## config.mk

```make
export PLATFORM = sky130hd
export DESIGN_NAME = p2b_multi_window
export DESIGN_NICKNAME = d
export VERILOG_FILES = /design/src/rtl/p2b_multi_window.sv
export SDC_FILE = /design/constraint.sdc
export NUM_CORES = 1
export LEC_CHECK = 0
export CORE_ASPECT_RATIO = 1.1
export CORE_UTILIZATION = 50
export CTS_CLUSTER_SIZE = 14
export DETAILED_ROUTE_END_ITERATION = 7
export PLACE_DENSITY = 0.73
export SYNTH_ARGS = -nofsm -noshare
export SYNTH_HDL_FRONTEND = slang
export SYNTH_SLANG_ARGS = --single-unit
```

## constraint.sdc

```tcl
create_clock -name clock -period 3.05 [get_ports clock]
set_input_delay 0.4575 -clock clock [delete_from_list [all_inputs] [get_ports clock]]
set_output_delay 0.4575 -clock clock [all_outputs]
set_load 0.005 [all_outputs]
```

## src/rtl/p2b_multi_window.sv

```systemverilog
// Multi-channel stochastic bitstream to binary converter.
// Counts ones per channel over a WIN_LEN-sample window and publishes all channels together.
module p2b_multi_window #(
  parameter int NUM_CH  = 4,
  parameter int BIN_LEN = 8,
  parameter int WIN_LEN = 255
) (
  input  logic                            clock,
  input  logic                            reset,
  input  logic                            enable,
  input  logic                            sync_clr,
  input  logic                            bipolar,
  input  logic [NUM_CH-1:0]               in_bits,
  output logic [NUM_CH*(BIN_LEN+1)-1:0]   out_val,
  output logic                            out_valid,
  output logic                            out_mode
);

  localparam int OUT_W = BIN_LEN + 1;
  localparam logic [BIN_LEN-1:0] LAST_IDX = BIN_LEN'(WIN_LEN - 1);
  localparam logic [OUT_W-1:0]   WIN_W    = OUT_W'(WIN_LEN);

  logic [BIN_LEN-1:0] win_cnt;
  logic [BIN_LEN-1:0] acc [NUM_CH];
  logic               mode_q;

  logic               last_sample;
  logic [OUT_W-1:0]   total  [NUM_CH];
  logic [OUT_W-1:0]   result [NUM_CH];

  // total includes the current sample so the closing edge sees exactly WIN_LEN samples
  always_comb begin
    last_sample = (win_cnt == LAST_IDX);
    for (int unsigned c = 0; c < NUM_CH; c++) begin
      total[c]  = {1'b0, acc[c]} + OUT_W'(in_bits[c]);
      result[c] = mode_q ? ({total[c][OUT_W-2:0], 1'b0} - WIN_W) : total[c];
    end
  end

  always_ff @(posedge clock) begin
    if (reset) begin
      win_cnt   <= '0;
      mode_q    <= 1'b0;
      out_val   <= '0;
      out_valid <= 1'b0;
      out_mode  <= 1'b0;
      for (int unsigned c = 0; c < NUM_CH; c++) acc[c] <= '0;
    end else if (sync_clr) begin
      win_cnt   <= '0;
      mode_q    <= bipolar;
      out_valid <= 1'b0;
      for (int unsigned c = 0; c < NUM_CH; c++) acc[c] <= '0;
    end else if (enable) begin
      if (last_sample) begin
        win_cnt   <= '0;
        mode_q    <= bipolar;
        out_valid <= 1'b1;
        out_mode  <= mode_q;
        for (int unsigned c = 0; c < NUM_CH; c++) begin
          out_val[c*OUT_W +: OUT_W] <= result[c];
          acc[c]                    <= '0;
        end
      end else begin
        win_cnt   <= win_cnt + BIN_LEN'(1);
        out_valid <= 1'b0;
        // acc stays below WIN_LEN here, so the narrow copy never truncates
        for (int unsigned c = 0; c < NUM_CH; c++) acc[c] <= total[c][BIN_LEN-1:0];
      end
    end else begin
      out_valid <= 1'b0;
    end
  end

endmodule

```

==> results of run 1 <==
[Yosys cell counts (all sizes together) (2+ instances only)]
master and n:
nor2 53, dfxtp 47, nand2 40, nor3 33
edfxtp 32, nand3 25, and2 17, clkbuf 17
a21oi 15, inv 11, xnor2 11, ha 10
o211ai 10, o21a 9, o31ai 9, xor2 9
a211oi 8, a32o 6, buf 6, mux2i 6
nand4 6, and3 5, o21ai 5, or3 4
a311oi 3, a31oi 3, nand3b 3, clkinv 2
nor2b 2, o21bai 2
[metrics by stage]
step / cell area, um2 / worst slack, ps / utilization (%)
floorplan: 3930 / 1240 / -
global placement: 4470 / 616 / 59.5
detailed placement: 4470 / 592 / 59.5
CTS: 4650 / 953 / 61.9
global route: 4650 / 838 / 61.9
finish: 4650 / 940 / 61.9
[worst max path at each step]
stage	start	endpoint	slack [ps]	cells past startpoint
2_1_floorplan	in_bits[2]	out_val[23]	1240	6
3_3_place_gp	enable	acc[3][7]	620	3
3_5_place_dp	enable	acc[0][7]	590	3
4_1_cts	enable	acc[0][4]	950	3
5_1_grt	win_cnt[0]	acc[0][3]	840	6
6_report	enable	acc[0][5]	940	3
[layer usage]
| layer | wire length [um] | global-route usage (%) | up-vias |
|---|---|---|---|
| li1 | - | - | 1586 |
| met1 | 4030 | 29.3 | 1527 |
| met2 | 4310 | 39.9 | 90 |
| met3 | 329 | 3.64 | 16 |
| met4 | 170 | 9.72 | 0 |
| met5 | 0 | 0 | - |
[kinds of logic after synthesis]
| group | synth area share (%) |
|---|---|
| AND/OR/NAND/NOR | 24.2 |
| flip-flops | 48.4 |
| AO/OA/AOI/OAI | 14.5 |
| buffers and inverters | 3.79 |
| XOR/XNOR | 4.45 |
| adder cells (fa/ha/maj) | 3.18 |
| multiplexers | 1.53 |
[state kept, by name, indices dropped and copies added, names as in the netlist]
name,cells
win_cnt,8
acc,32
out_val,36
out_mode,1
mode_q,1
out_valid,1
[power by group]
part,leakage (uW),internal (uW),switching (uW)
clock network,0.0000945,372,376
logic,0.000793,54.7,91.9
registers,0.000751,1120,20.7
total,0.00164,1540,488
[layout make-up]
| type | instances | area, um2 |
|---|---|---|
| clock buffer | 11 | 131 |
| tap | 105 | 131 |
| fill | 662 | 2870 |
| multi-input combinational | 304 | 1880 |
| clock inverter | 5 | 48.8 |
| timing repair buffer | 52 | 505 |
| inverter | 13 | 48.8 |
| sequential | 79 | 1900 |
[layout by cell type (no fill, tap or decap), types with 2 or more instances in the layout]
cell type	instances
o21a_1	9
xnor2_1	11
or3_1	4
o21ai_0	5
nand3b_1	3
buf_4	6
a31oi_1	3
a211oi_1	8
inv_1	11
nand4_1	5
o31ai_2	9
a311oi_1	3
nand2_1	39
a21oi_1	15
clkbuf_8	9
nor3_1	33
nand3_1	25
mux2i_1	6
clkdlybuf4s50_1	46
o211ai_1	10
and3_1	5
edfxtp_1	32
nor2_1	53
xor2_1	9
and2_1	17
o21bai_1	2
a32o_1	6
nor2b_1	2
ha_1	10
clkbuf_1	2
clkinv_1	3
dfxtp_1	47
clkinv_2	3
[critical path: stages]
cell	delay (ps)
clkdlybuf4s50_1	550
nor3_1	750
inv_1	370
==> flow_metrics.env, run 1 <==
export IMPL_status="finished clean"
export IMPL_start_kind="input pin"
export IMPL_final_setup_tns_ps=0
export IMPL_htreeDepth=3
export IMPL_diodes=0
export IMPL_dpl_hpwl_um=5990
export IMPL_hold_end="out_val[11]"
export IMPL_period_needed_ps=2110
export IMPL_ant_nets=0
export IMPL_fin_cells=569
export IMPL_avgSynthCellArea_um2=9.39
export IMPL_setup_viol=0
export IMPL_peakVddDrop_v=0.000222
export IMPL_synthArstFlopShare_pct=0
export IMPL_cts_buffers=9
export IMPL_p_total_uw=2030
export IMPL_drc=0
export IMPL_maxSlewHeadroom_pct=40.6
export IMPL_yosys_register_bits=79
export IMPL_grt_pass1_wl_um=14600
export IMPL_final_max_slew_viol_count=0
export IMPL_rsz0062_at_grt="false"
export IMPL_grt_overflow=0
export IMPL_via_per_inst=5.66
export IMPL_wl_per_cell_um=15.5
export IMPL_whs_path_depth=2
export IMPL_cts_root_buffer="clkbuf_8"
export IMPL_dieArea_mm2=0.00822
export IMPL_synth_top_area_share_pct=24.4
export IMPL_io_pins=47
export IMPL_tightest_slew_ps=884
export IMPL_skew_ps=11.1
export IMPL_grt_max_degree=48
export IMPL_rows=33
export IMPL_r2r_slack_ps=1070
export IMPL_vias=3219
export IMPL_grt_pass1_vias=3148
export IMPL_required_ps=3070
export IMPL_synth_seq_area_share_pct=48.4
export IMPL_wl_um=8840
export IMPL_worstReg2RegEnd="out_val[14]"
export IMPL_fp_coreArea_mm2=0.00751
export IMPL_final_layout_size_suffix_gt1_share_pct=7.11
export IMPL_clk_latency_ps=350
export IMPL_cp_data_arrival_time_ps=2130
export IMPL_cts_tree="done"
export IMPL_firstDrtPassIters=7
export IMPL_synth_distinct_cells=43
export IMPL_antenna_found_initial=0
export IMPL_synth_edf_count=32
export IMPL_crit_path_end_kind="flip-flop"
export IMPL_path_class="in -> reg"
export IMPL_synth_area_leaders="edfxtp_1 (24%), dfxtp_1 (24%), nor2_1 (5.1%), nor3_1 (4.2%), nand2_1 (3.7%)"
export IMPL_dp_cells=553
export IMPL_worstReg2RegStart="win_cnt[1]"
export IMPL_hold_start="out_val[11]"
export IMPL_min_period_over_period_pct=69.2
export IMPL_die_x_um=86.6
export IMPL_syn_inst=419
export IMPL_gp_congestion=0.816
export IMPL_syn_to_final_growth_pct=18.2
export IMPL_track_usage_pct=23.3
export IMPL_cellLeakagePower_uw=0.00164
export IMPL_ctsHoldBuffers=0
export IMPL_maxCapViolCount=0
export IMPL_path_max_fanout=9
export IMPL_port_buffer_count=46
export IMPL_clk_pin_slew_ps=70
export IMPL_finalHoldViolCount=0
export IMPL_cts_sinks=79
export IMPL_ctsLongestPathBuffers=2
export IMPL_postCtsResizedCells=0
export IMPL_ys_warnings_count=0
export IMPL_post_cts_buffers=0
export IMPL_drt_iter0_markers=164
export IMPL_syn_nets=438
export IMPL_synth_main_ff_cell="dfxtp_1"
export IMPL_start_util_pct=52.3
export IMPL_hold_slack_ps=452
export IMPL_die_h_um=95.0
export IMPL_nets=478
export IMPL_synth_top_cell_by_area="edfxtp_1"
export IMPL_p_per_area_mw_per_mm2=437
export IMPL_syn_area_mm2=0.00393
export IMPL_ff2ff_path_depth=6
export IMPL_clock_fmax_mhz=474
export IMPL_hp_class="reg -> reg"
Power figures use the tool's default switching activity.
==> run 2, diff against run 1 <==
==> constraint.sdc (replaced) <==
create_clock -name clock -period 2 [get_ports clock]
set_input_delay 0.3 -clock clock [delete_from_list [all_inputs] [get_ports clock]]
set_output_delay 0.3 -clock clock [all_outputs]
set_load 0.005 [all_outputs]
==> run 2 against run 1 <==
Cell area up 6.0%. Utilization increased by 3.7 points. Clock skew is 3.0 ps lower. Via count up 2.0%. Largest cell class unchanged.
==> flow_metrics.env, run 2 (synthesis results as in run 1) <==
export IMPL_drt_iter0_markers=132
export IMPL_layout_commonest_cell="nor2_1"
export IMPL_clk_latency_ps=340
export IMPL_path_common_cell="buf_4"
export IMPL_start_util_pct=52.3
export IMPL_ant_nets=0
export IMPL_postCtsResizedCells=0
export IMPL_hp_class="reg -> reg"
export IMPL_largestRegisters="out_val x36, acc x32, win_cnt x8"
export IMPL_seqPwrFrac_pct=53.9
export IMPL_finalHoldViolCount=0
export IMPL_cts_buffers=9
export IMPL_finalInstanceArea_mm2=0.00493
export IMPL_post_cts_buffers=0
export IMPL_rows=33
export IMPL_htreeDepth=3
export IMPL_status="finished clean"
export IMPL_wl_um=8830
export IMPL_rsz0062_at_grt="false"
export IMPL_skew_ps=8.08
export IMPL_grt_pass1_wl_um=14600
export IMPL_slowest_delay_ps=370
export IMPL_clock_fmax_mhz=551
export IMPL_place_area_mm2=0.00471
export IMPL_syn_to_final_growth_pct=25.4
export IMPL_nets=509
export IMPL_final_cell_mix="nor2_1 (53), clkdlybuf4s50_1 (46), dfxtp_1 (46)"
export IMPL_ctsLongestPathBuffers=2
export IMPL_via_per_inst=5.47
export IMPL_cts_root_buffer="clkbuf_8"
export IMPL_crit_path_end_kind="flip-flop"
export IMPL_gp_congestion=0.871
export IMPL_final_layout_size_suffix_gt1_share_pct=13.3
export IMPL_grt_max_degree=31
export IMPL_crit_slowest_cell="dfxtp_2"
export IMPL_track_usage_pct=23.1
export IMPL_tightest_slew_ps=870
export IMPL_vias=3284
export IMPL_cp_data_arrival_time_ps=2080
export IMPL_cts_tree="done"
export IMPL_start_kind="flip-flop"
export IMPL_port_buffer_count=46
export IMPL_diodes=0
export IMPL_die_x_um=86.6
export IMPL_fp_coreArea_mm2=0.00751
export IMPL_min_period_over_period_pct=90.8
export IMPL_cellLeakagePower_uw=0.00180
export IMPL_grt_pass1_vias=3181
export IMPL_wl_per_cell_um=14.7
export IMPL_fin_cells=600
export IMPL_clockPowerShare_pct=38.3
export IMPL_io_pins=47
export IMPL_setup_viol=0
export IMPL_regMostFlops="out_val"
export IMPL_cts_sinks=79
export IMPL_required_ps=2260
export IMPL_dieArea_mm2=0.00822
export IMPL_swShare_pct=22.7
export IMPL_dpl_hpwl_um=6410
export IMPL_dp_cells=584
export IMPL_path_max_fanout=10
export IMPL_maxSlewHeadroom_pct=41.8
export IMPL_die_h_um=95.0
export IMPL_clk_pin_slew_ps=80
export IMPL_p_per_area_mw_per_mm2=653
export IMPL_peakVddDrop_v=0.000368
export IMPL_firstDrtPassIters=4
export IMPL_finish_utilization_pct=65.6
export IMPL_largest_reg_flops=36
export IMPL_drc=0
export IMPL_num_fill_cells=635
export IMPL_ctsHoldBuffers=0
export IMPL_r2r_slack_ps=180
export IMPL_antenna_found_initial=0
export IMPL_maxCapViolCount=0
export IMPL_comb_power_share_pct=7.8
export IMPL_grt_overflow=0
export IMPL_p_switching_uw=730
export IMPL_period_needed_ps=1820
export IMPL_crit_path_cell_trace="ha_1, nand3_1, buf_4, nor4b_4, buf_6, buf_4, nor2_1, a311oi_1"
export IMPL_final_max_slew_viol_count=0
export IMPL_intPower_uw=2490
export IMPL_path_class="reg -> reg"
==> run 2: path summary, 6_finish.rpt <==
check / start / to / depth (start not counted)
min reg2reg: out_val[12] / out_val[12] / 2
max: win_cnt[1] / out_val[8] / 8
min: out_val[12] / out_val[12] / 2
max reg2reg: win_cnt[1] / out_val[8] / 8
==> run 2: through the flow <==
step	setup slack (ps)	TNS, ps	power, uW	hold slack, ps
after floorplan	296	0	1920	444
after global placement	-62.9	-819	2010	439
after detailed placement	-90.1	-1330	2020	446
after CTS	110	0	3240	454
after global routing	9.36	0	3320	476
final	184	0	3220	451
==> run 2: cell type report <==
| class | count | area [um2] | area share (%) |
|---|---|---|---|
| multi-input cells | 304 | 1880 | 38.2 |
| inverters | 13 | 48.8 | 0.990 |
| repair buffers | 83 | 754 | 15.3 |
| flip-flops and latches | 79 | 1900 | 38.6 |
| clock buffers | 14 | 173 | 3.50 |
| clock inverters | 2 | 37.5 | 0.761 |
| well taps | 105 | 131 | 2.66 |
==> run 2: power groups by stage <==
| stage | logic, uW | registers (uW) | clock network (uW) |
|---|---|---|---|
| 3_3_place_gp | 244 | 1770 | 0 |
| 6_report | 251 | 1730 | 1230 |
| 4_1_cts | 251 | 1730 | 1260 |
| 5_1_grt | 277 | 1740 | 1310 |
| 3_5_place_dp | 248 | 1770 | 0 |
| 2_1_floorplan | 157 | 1760 | 0 |
==> run 2: worst max-delay path, delay by kind of cell, from the launching register on <==
| family | cells | cell delay (ps) |
|---|---|---|
| AO/OA/AOI/OAI | 1 | 220 |
| adder cells (fa/ha/maj) | 1 | 190 |
| buffers and inverters | 3 | 520 |
| flip-flops | 1 | 370 |
| AND/OR/NAND/NOR | 3 | 420 |
==> run 2: routing by layer <==
metal	part of all wire, %	vias up	global-route usage (%)
li1	-	1653	-
met1	43	1534	27.6
met2	51	79	40.6
met3	4.1	18	3.81
met4	2.4	0	11.1
met5	0	-	0
